<file path="src/rtl/l2_responder_if.sv">
// L1-side and pmem-side buses of l2_responder.
// The slave modport is the cache's view; the master modport is the environment's view (L1 initiator plus physical memory).
interface l2_responder_if #(
  parameter int width = 128
);
  logic [15:0]      mem_address;
  logic             mem_read;
  logic             mem_write;
  logic [width-1:0] mem_wdata;
  logic [width-1:0] mem_rdata;
  logic             mem_resp;

  logic [15:0]      pmem_address;
  logic             pmem_read;
  logic             pmem_write;
  logic [width-1:0] pmem_wdata;
  logic [width-1:0] pmem_rdata;
  logic             pmem_resp;

  modport slave (
    input  mem_address, mem_read, mem_write, mem_wdata, pmem_rdata, pmem_resp,
    output mem_rdata, mem_resp, pmem_address, pmem_read, pmem_write, pmem_wdata
  );

  modport master (
    output mem_address, mem_read, mem_write, mem_wdata, pmem_rdata, pmem_resp,
    input  mem_rdata, mem_resp, pmem_address, pmem_read, pmem_write, pmem_wdata
  );
endinterface

</file>
<file path="src/rtl/l2_responder.sv">
// Direct-mapped, 16-line, write-back and write-allocate L2 behind an L1 request/response bus.
// Define L2_PERF_COUNTERS_EN to build saturating hit/miss counters; otherwise both counters read 0.
module l2_responder #(
  parameter int width = 128
) (
  input  logic         clk,
  input  logic         rst_n,
  l2_responder_if.slave bus,
  output logic [15:0]  hit_count,
  output logic [15:0]  miss_count
);

  typedef enum logic [1:0] {IDLE, CHECK, WRITEBACK, FILL} state_t;

  state_t           r_state;
  state_t           w_next_state;
  logic [width-1:0] r_data [16];
  logic [7:0]       r_tag  [16];
  logic [15:0]      r_valid;
  logic [15:0]      r_dirty;

  logic [3:0] w_index;
  logic [7:0] w_req_tag;
  logic [3:0] w_unused_offset;
  logic       w_request;
  logic       w_hit;
  logic       w_write_hit;
  logic       w_wb_done;
  logic       w_fill_done;

  assign w_index         = bus.mem_address[7:4];
  assign w_req_tag       = bus.mem_address[15:8];
  assign w_unused_offset = bus.mem_address[3:0];
  assign w_request       = bus.mem_read | bus.mem_write;
  assign w_hit           = r_valid[w_index] && (r_tag[w_index] == w_req_tag);
  assign w_write_hit     = (r_state == CHECK) && w_hit && bus.mem_write;
  assign w_wb_done       = (r_state == WRITEBACK) && bus.pmem_resp;
  assign w_fill_done     = (r_state == FILL) && bus.pmem_resp;

  always_ff @(posedge clk) begin
    if (!rst_n) r_state <= IDLE;
    else        r_state <= w_next_state;
  end

  always_comb begin
    w_next_state = r_state;
    case (r_state)
      IDLE:      if (w_request) w_next_state = CHECK;
      CHECK: begin
        if (w_hit)                                   w_next_state = IDLE;
        else if (r_valid[w_index] && r_dirty[w_index]) w_next_state = WRITEBACK;
        else                                         w_next_state = FILL;
      end
      WRITEBACK: if (bus.pmem_resp) w_next_state = FILL;
      FILL:      if (bus.pmem_resp) w_next_state = CHECK;
      default:   w_next_state = IDLE;
    endcase
  end

  // NOTE: every output gets a default before the case so no path leaves a latch behind.
  always_comb begin
    bus.mem_resp     = 1'b0;
    bus.mem_rdata    = '0;
    bus.pmem_read    = 1'b0;
    bus.pmem_write   = 1'b0;
    bus.pmem_address = '0;
    bus.pmem_wdata   = '0;
    case (r_state)
      CHECK: if (w_hit) begin
        bus.mem_resp  = 1'b1;
        bus.mem_rdata = r_data[w_index];
      end
      WRITEBACK: begin
        bus.pmem_write   = 1'b1;
        bus.pmem_address = {r_tag[w_index], w_index, 4'h0};
        bus.pmem_wdata   = r_data[w_index];
      end
      FILL: begin
        bus.pmem_read    = 1'b1;
        bus.pmem_address = {w_req_tag, w_index, 4'h0};
      end
      default: ;
    endcase
  end

  // NOTE: data and tag arrays have no reset; valid bits gate their use, and a reset must leave contents intact.
  always_ff @(posedge clk) begin
    if (rst_n && w_fill_done) begin
      r_data[w_index] <= bus.pmem_rdata;
      r_tag[w_index]  <= w_req_tag;
    end else if (rst_n && w_write_hit) begin
      r_data[w_index] <= bus.mem_wdata;
    end
  end

  always_ff @(posedge clk) begin
    if (!rst_n) begin
      r_valid <= '0;
      r_dirty <= '0;
    end else if (w_fill_done) begin
      r_valid[w_index] <= 1'b1;
      r_dirty[w_index] <= 1'b0;
    end else if (w_wb_done) begin
      r_dirty[w_index] <= 1'b0;
    end else if (w_write_hit) begin
      r_dirty[w_index] <= 1'b1;
    end
  end

`ifdef L2_PERF_COUNTERS_EN
  // The CHECK that follows a fill is a guaranteed hit and is not counted as one.
  logic        r_from_fill;
  logic [15:0] r_hit_count;
  logic [15:0] r_miss_count;

  always_ff @(posedge clk) begin
    if (!rst_n) begin
      r_from_fill  <= 1'b0;
      r_hit_count  <= '0;
      r_miss_count <= '0;
    end else begin
      r_from_fill <= w_fill_done;
      if ((r_state == CHECK) && w_hit && !r_from_fill && (r_hit_count != 16'hFFFF))
        r_hit_count <= r_hit_count + 16'd1;
      if ((r_state == CHECK) && !w_hit && (r_miss_count != 16'hFFFF))
        r_miss_count <= r_miss_count + 16'd1;
    end
  end

  assign hit_count  = r_hit_count;
  assign miss_count = r_miss_count;
`else
  assign hit_count  = '0;
  assign miss_count = '0;
`endif

endmodule

</file>
<file path="src/flat_wrapper.sv">
// flat-port wrapper written by rule: the top's interface ports become plain ports
module l2_responder_flat 
#(
  parameter int width = 128
)
  (clk, rst_n, hit_count, miss_count, bus_mem_address, bus_mem_read, bus_mem_write, bus_mem_wdata, bus_pmem_rdata, bus_pmem_resp, bus_mem_rdata, bus_mem_resp, bus_pmem_address, bus_pmem_read, bus_pmem_write, bus_pmem_wdata);
  l2_responder_if #(.width(width)) bus_i ();
  input  logic clk;
  input  logic rst_n;
  output logic [15:0] hit_count;
  output logic [15:0] miss_count;
  input wire logic [$bits(bus_i.mem_address)-1:0] bus_mem_address;
  input wire logic [$bits(bus_i.mem_read)-1:0] bus_mem_read;
  input wire logic [$bits(bus_i.mem_write)-1:0] bus_mem_write;
  input wire logic [$bits(bus_i.mem_wdata)-1:0] bus_mem_wdata;
  input wire logic [$bits(bus_i.pmem_rdata)-1:0] bus_pmem_rdata;
  input wire logic [$bits(bus_i.pmem_resp)-1:0] bus_pmem_resp;
  output wire logic [$bits(bus_i.mem_rdata)-1:0] bus_mem_rdata;
  output wire logic [$bits(bus_i.mem_resp)-1:0] bus_mem_resp;
  output wire logic [$bits(bus_i.pmem_address)-1:0] bus_pmem_address;
  output wire logic [$bits(bus_i.pmem_read)-1:0] bus_pmem_read;
  output wire logic [$bits(bus_i.pmem_write)-1:0] bus_pmem_write;
  output wire logic [$bits(bus_i.pmem_wdata)-1:0] bus_pmem_wdata;
  assign bus_i.mem_address = bus_mem_address;
  assign bus_i.mem_read = bus_mem_read;
  assign bus_i.mem_write = bus_mem_write;
  assign bus_i.mem_wdata = bus_mem_wdata;
  assign bus_i.pmem_rdata = bus_pmem_rdata;
  assign bus_i.pmem_resp = bus_pmem_resp;
  assign bus_mem_rdata = bus_i.mem_rdata;
  assign bus_mem_resp = bus_i.mem_resp;
  assign bus_pmem_address = bus_i.pmem_address;
  assign bus_pmem_read = bus_i.pmem_read;
  assign bus_pmem_write = bus_i.pmem_write;
  assign bus_pmem_wdata = bus_i.pmem_wdata;
  l2_responder #(.width(width)) u_core (.clk(clk), .rst_n(rst_n), .bus(bus_i), .hit_count(hit_count), .miss_count(miss_count));
endmodule
</file>
<file path="config.mk">
export PLATFORM = sky130hd
export DESIGN_NAME = l2_responder_flat
export DESIGN_NICKNAME = d
export VERILOG_FILES = /design/src/rtl/l2_responder_if.sv /design/src/rtl/l2_responder.sv /design/src/flat_wrapper.sv
export SDC_FILE = /design/constraint.sdc
export NUM_CORES = 2
export LEC_CHECK = 0
export CORE_ASPECT_RATIO = 0.75
export CORE_MARGIN = 5
export CORE_UTILIZATION = 63
export DETAILED_ROUTE_END_ITERATION = 16
export GPL_TIMING_DRIVEN = 0
export HOLD_SLACK_MARGIN = 0.03
export PLACE_DENSITY = 0.95
export REMOVE_ABC_BUFFERS = 1
export SLEW_MARGIN = 20
export SYNTH_ARGS = -nofsm -noshare
export SYNTH_HDL_FRONTEND = slang
export SYNTH_SLANG_ARGS = --single-unit
</file>
<file path="constraint.sdc">
create_clock -name clk -period 27.1 [get_ports clk]
set_input_delay 5.42 -clock clk [delete_from_list [all_inputs] [get_ports clk]]
set_output_delay 5.42 -clock clk [all_outputs]
set_load 0.02 [all_outputs]
</file>
==> Word level (Yosys, flattened, before mapping) <==
Memory sizes are Yosys's and may differ from the RTL's.
Cells that the tools add are included.
{ "word_totals": {"regBits": 34, "mem_bits_rw": 2176, "inputBits": 277, "output_inout_bits": 307, "word_cells": 61, "memories": 2} }
{ "classes": {"order_cmp": 2, "eq_ne": 7, "mux": 29, "n_bitwise": 6, "reduce_logical": 12} }
{ "memory_table": {"columns": ["name", "depth", "word_bits", "rd", "rd_clocked_by_memory_dff", "wr", "line_no", "text"], "rows": [
  ["u_core.r_data", 16, 128, 1, 0, 1, "l2_responder.sv:17", "logic [width-1:0] r_data [16];"],
  ["u_core.r_tag", 16, 8, 1, 0, 1, "l2_responder.sv:18", "logic [7:0] r_tag [16];"]
]} }
{ "op_table": {"columns": ["op", "count"], "rows": [
  ["128-bit 2-to-1 mux", 4],
  ["16-bit 2-to-1 mux", 3],
  ["16-bit OR", 2],
  ["16-bit one-hot mux with 2 select lines", 1],
  ["16-bit AND", 1],
  ["16-bit NOT", 1],
  ["1-bit 2-to-1 mux", 13],
  ["1-bit logical AND", 9],
  ["1-bit binary-select mux with 4-bit select", 2],
  ["8-bit == test", 1],
  ["2-bit 2-to-1 mux", 4],
  ["2-bit one-hot mux with 4 select lines", 1],
  ["4-bit by 5-bit < comparator with 1-bit output, second input constant", 1],
  ["1-bit demux with 4-bit select", 1],
  ["2-bit == test, second input constant", 2],
  ["4-bit by 1-bit >= comparator with 1-bit output, second input constant", 1],
  ["2-bit inequality test, second input constant", 2],
  ["3-bit AND reduction", 1],
  ["3-bit nonzero test", 1],
  ["2-bit by 1-bit == test with 1-bit output, second input constant", 1],
  ["2-bit zero test", 1],
  ["2-bit by 1-bit inequality test with 1-bit output, second input constant", 1],
  ["1-bit OR", 2]
]} }

==> Longest topological paths before layout <==
{ "depth": {"ltp_word": 10, "mapped_depth": 13, "mapped_depth_nobuf": 8} }

==> Worst setup path before layout <==
OpenSTA, ideal clock, no wires.
{ "synth_timing": {"kind": "in2reg", "startpoint": "input port bus_mem_address[4]", "endpoint": "memory u_core.r_data[12][0] (enable)", "setup_time_ps": 804, "t_arrival_ps": 16983, "required_time_ps": 26296, "slack_ps": 9313, "stages": 10, "path_buffers": 3, "cell_sequence": "buf_2 -> buf_2 -> mux4_2 -> a22oi_1 -> nand2_1 -> xor2_1 -> nor4_4 -> nand3_2 -> clkbuf_1 -> o31ai_1"} }
{ "synth_between": {"elab_chain_len": 10, "elab_cells_between_ends": 12, "classes_between": "eq/ne: 1; mux: 5; bitwise: 1; reduce/logical: 4; memory: 1"} }
{ "synth_rtl": {"columns": ["element", "line_no", "text"], "rows": [
  ["start: declaration", "flat_wrapper.sv:12", "input wire logic [$bits(bus_i.mem_address)-1:0] bus_mem_address;"],
  ["memory 16 x 8 bit / 1-bit binary-select mux with 4-bit select (equally long branches)", null, null],
  ["8-bit == test / 1-bit 2-to-1 mux (equally long branches)", "l2_responder.sv:35", "assign w_hit = r_valid[w_index] && (r_tag[w_index] == w_req_tag);"],
  ["1-bit logical AND", "l2_responder.sv:35", null],
  ["1-bit logical AND (2 in a row)", "l2_responder.sv:36", "assign w_write_hit = (r_state == CHECK) && w_hit && bus.mem_write;"],
  ["1-bit logical AND", "l2_responder.sv:91", "end else if (rst_n && w_write_hit) begin"],
  ["1-bit 2-to-1 mux", "l2_responder.sv:91", null],
  ["1-bit 2-to-1 mux", "l2_responder.sv:88", "if (rst_n && w_fill_done) begin"],
  ["1-bit 2-to-1 mux (not written as such)", "l2_responder.sv:92", "r_data[w_index] <= bus.mem_wdata;"],
  ["1-bit OR (no source line)", null, null],
  ["end: declaration", "l2_responder.sv:17", null]
]} }
Several ways; a longest one is shown, not always the timed one. The select of a mux whose other input is x is not followed.

==> Worst setup path in the final report <==
{ "layout_timing": {"startpoint": "input port bus_mem_address[4]", "endpoint": "output port bus_mem_rdata[87]"} }
{ "layout_between": {"elab_chain_len": 5, "elab_cells_between_ends": 8, "classes_between": "eq/ne: 1; mux: 4; reduce/logical: 1; memory: 2"} }
{ "layout_rtl": {"columns": ["element", "line_no", "text"], "rows": [
  ["memory 16 x 8 bit / 1-bit binary-select mux with 4-bit select (equally long branches)", null, null],
  ["8-bit == test / 1-bit 2-to-1 mux (equally long branches)", "l2_responder.sv:35", null],
  ["1-bit logical AND", "l2_responder.sv:35", null],
  ["128-bit 2-to-1 mux (*)", "l2_responder.sv:69", "CHECK: if (w_hit) begin"],
  ["128-bit 2-to-1 mux (*)", "l2_responder.sv:68", "case (r_state)"],
  ["end: declaration", "flat_wrapper.sv:18", "output wire logic [$bits(bus_i.mem_rdata)-1:0] bus_mem_rdata;"]
]} }
Mark *: on every way between the ends. The rest lies on a longest branch, timed or not. The select of a mux whose other input is x is not followed.

==> results.md <==
* Outcome: finished clean
* Most common cell after layout, fill and taps aside: edfxtp_1
* Placed cells at 6188
* Leakage power at 33.5 nW
* Global-route wire length before repair at 337000 µm
* Vias in the first global route at 47399
* Synthesized area per cell at 23.1 µm²
* Pwr Density at 66.8 nW/µm²
* CP endpoint kind: primary output
* Clock transition at the registers of the reported paths at 0.07 ns
* Gr usage total at 32.3%
* #FFs+latches synth at 2210
* R2R Path End: u_core.r_data[7][36]
* Sequential fraction of the synthesis area at 75.4%
* Resized Gates After CTS at 0
* Sequence of cells on the critical path: buf_16, buf_16, mux4_2, a22oi_1, a21o_1, nand4b_1, nor4_4, nand3_2, inv_6, buf_16, and2_1, clkdlybuf4s50_1
* Die area at 147000 µm²
* WP data required at 21.68 ns
* Final ANT Viol Nets at 0
* Most frequent cells in the layout: 2176 x edfxtp_1, 684 x mux4_2, 538 x clkdlybuf4s50_1
* Post-route insts no fill at 6547
* Crit path time final at 16.82 ns
* Post-Synthesis Cells at 3781
* Unrepaired setup endpoints after global routing: false
* Most used DFF post-synth: edfxtp_1
* # fillers at 6634
* Total number of vias at 45537
* Via/cell ratio at 6.96
* Register Area at 66000 µm²
* CTS root buf: clkbuf_16
* Clk buf depth at 3
* Worst path buffer plus inverter count at 5
* Hold depth at 2
* Levels on crit path at 12
* Starting density of the core at 63.4%
* Mapped Area at 87500 µm²
* Hold_buf cts at 0
* Setup tns final at 0 ns
* Final hold vios at 0
* DRC violations left at 0
* Total core area at 138000 µm²
* FP Rows at 118
* CP max FO at 88
* H-tree depth at 4
* Setup bufs post-CTS at 0
* Later-pin clock latency in the skew report at 0.85 ns
* Detailed Place HPWL at 134000 µm
* Final Max Tran Viols at 0
* Tightest Hold Check Type: register to register
* FF-to-FF Start: u_core.r_tag[11][0]
* Max cap viols at 0
* Crit path from: bus_mem_address[4]
* Worst vdd ir at 62.5 µV
* Gpl congestion at 0.781
* Family with the most delay on the worst path: buffers and inverters
* Worst Setup EP: bus_mem_rdata[87]
* Die height at 333 µm
* Area of the multi-input gates at 20500 µm²
* Fraction of registers with async set/reset at 0%
* Crit-path most repeated cell: buf_16
* Slowest cell delay on critical path at 0.87 ns
* Wirelength per Cell at 35.7 µm
* Worst reg2reg path depth at 11
* Largest net degree at the start of global routing at 93
* CP arrival at 11.40 ns
* # clock sinks at 2210
* Fmax at 59.5 MHz
* EDFF count, synth at 2176
* Die Width at 440 µm
* YS warnings at 0
* Post-route clock period utilization at 62.1%
* Number of DRC markers in iteration 0 at 6899
* Layout cells sized above 1 at 28.1%
* Finished Core Util at 75.3%
* Critical-path top delay cell: nand3_2
* Setup violators final at 0
* Worst slew pin tran at 1.24 ns
* GRT Residual Overflow at 0
* Library cells used by synthesis at 43
* CTS tree: built
* Max_slew headroom at 17.2%
* Pre-antenna DRT Iters at 6
* Reg2Reg Setup Slack at 21.16 ns
* Critical Path Start Type: input pin
* Area delta synth->final at 18.8%
* Initial antenna violation count at 6
* WL final at 234000 µm
* Worst Skew at 0.0417 ns
* NumNets Final at 4803
* Setup CP Type: input pin to primary output
* I/O pin total at 584
* Port-buffer cells at 543
* TritonCTS Buffers at 192
[per-stage QoR]
stage / total power, mW / hold slack [ns] / setup WS [ns] / area (µm²)
2_1_floorplan: 4.04 / 0.416 / 9.68 / 86400
3_3_place_gp: 4.57 / 0.428 / -40.74 / 94200
3_5_place_dp: 4.25 / 0.443 / 10.45 / 97800
4_1_cts: 6.96 / 0.477 / 10.41 / 104000
5_1_grt: 7.14 / 0.499 / 10.04 / 104000
6_report: 6.94 / 0.480 / 10.28 / 104000
[worst reg2reg max path, stage by stage (launching register included)]
cell and delay [ns]:
edfxtp_1 0.41, mux4_2 0.52, a22oi_1 0.40, a21o_1 0.18
nand4b_1 0.19, nor4_4 0.45, nand3_2 0.87, inv_6 0.84
buf_16 0.31, a21o_4 0.67, buf_16 0.38, buf_16 0.30
[area by class of cell]
cell class,count,share of cell area (%)
clock buffers,248,4.97
flip-flops and latches,2210,63.5
clock inverters,107,0.984
repair buffers,766,8.48
diodes,4,0.00963
inverters,14,0.0554
multi-input cells,1338,19.8
well taps,1860,2.24
[cells in the mapped netlist (2+ instances only)]
master / instances / share of area [%]
mux2_1: 20 / 0.26
and2_1: 257 / 1.8
mux4_2: 684 / 18
a22oi_1: 8 / 0.069
buf_2: 20 / 0.11
o21ai_0: 18 / 0.10
ha_1: 4 / 0.057
o211ai_1: 16 / 0.14
nor3_1: 5 / 0.029
dfxtp_1: 34 / 0.78
nand3_1: 12 / 0.069
xor2_1: 5 / 0.050
a21o_1: 12 / 0.10
buf_6: 14 / 0.18
nand2_1: 53 / 0.23
a22o_1: 8 / 0.080
a21oi_1: 4 / 0.023
o22ai_1: 2 / 0.014
nor2b_1: 10 / 0.071
mux2_2: 8 / 0.10
o31ai_1: 11 / 0.094
edfxtp_1: 2176 / 75
buf_1: 30 / 0.13
nor2_1: 29 / 0.12
mux2i_1: 3 / 0.034
nand4_1: 18 / 0.13
inv_1: 13 / 0.056
nand2b_1: 5 / 0.036
clkbuf_1: 151 / 0.65
mux2_4: 100 / 1.7
buf_4: 39 / 0.33
[worst min path at each step]
stage,slack (ns),from,endpoint
finish,0.48,u_core.r_valid[12],u_core.r_valid[12]
CTS,0.48,u_core.r_valid[4],u_core.r_valid[4]
detailed placement,0.44,u_core.r_valid[3],u_core.r_valid[3]
global placement,0.43,u_core.r_valid[11],u_core.r_valid[11]
floorplan,0.42,u_core.r_valid[10],u_core.r_valid[10]
global route,0.50,u_core.r_valid[4],u_core.r_valid[4]
[power breakdown]
| group | switching [mW] | internal [mW] | total, mW |
|---|---|---|---|
| Sequential | 0.00253 | 3.75 | 3.76 |
| Combinational | 0.235 | 0.202 | 0.436 |
| Clock | 1.24 | 1.51 | 2.75 |
| Total | 1.48 | 5.47 | 6.94 |
[cell families (layout without fill, tap and decap cells)]
| kind of cell | Yosys count | count (layout) | share of synthesized area, % |
|---|---|---|---|
| DFF | 2210 | 2210 | 75.4 |
| muxes | 815 | 815 | 19.7 |
| and+or+nand+nor | 396 | 396 | 2.61 |
| buffers and inverters | 268 | 1135 | 1.47 |
| AOI/OAI and AO/OA | 82 | 82 | 0.651 |
| xor gates and xnor gates | 5 | 5 | 0.0500 |
| adders and majority gates | 4 | 4 | 0.0572 |
| other | 1 | 40 | 0.00429 |
[routing by layer]
layer | part of all wire [%] | vias to the layer above | GRT usage, %
met5 | 0 | - | 0
met4 | 4.5 | 0 | 12.6
met3 | 10 | 732 | 6.24
met2 | 52 | 3732 | 54.9
met1 | 34 | 23726 | 42.2
li1 | - | 17347 | -
[sequential cells by signal, indices dropped and copies added (netlist names), named ones only]
signal / cells
u_core.r_data: 2048
u_core.r_valid: 16
u_core.r_state: 2
u_core.r_tag: 128
No activity file was read; power rests on OpenSTA's default activity.
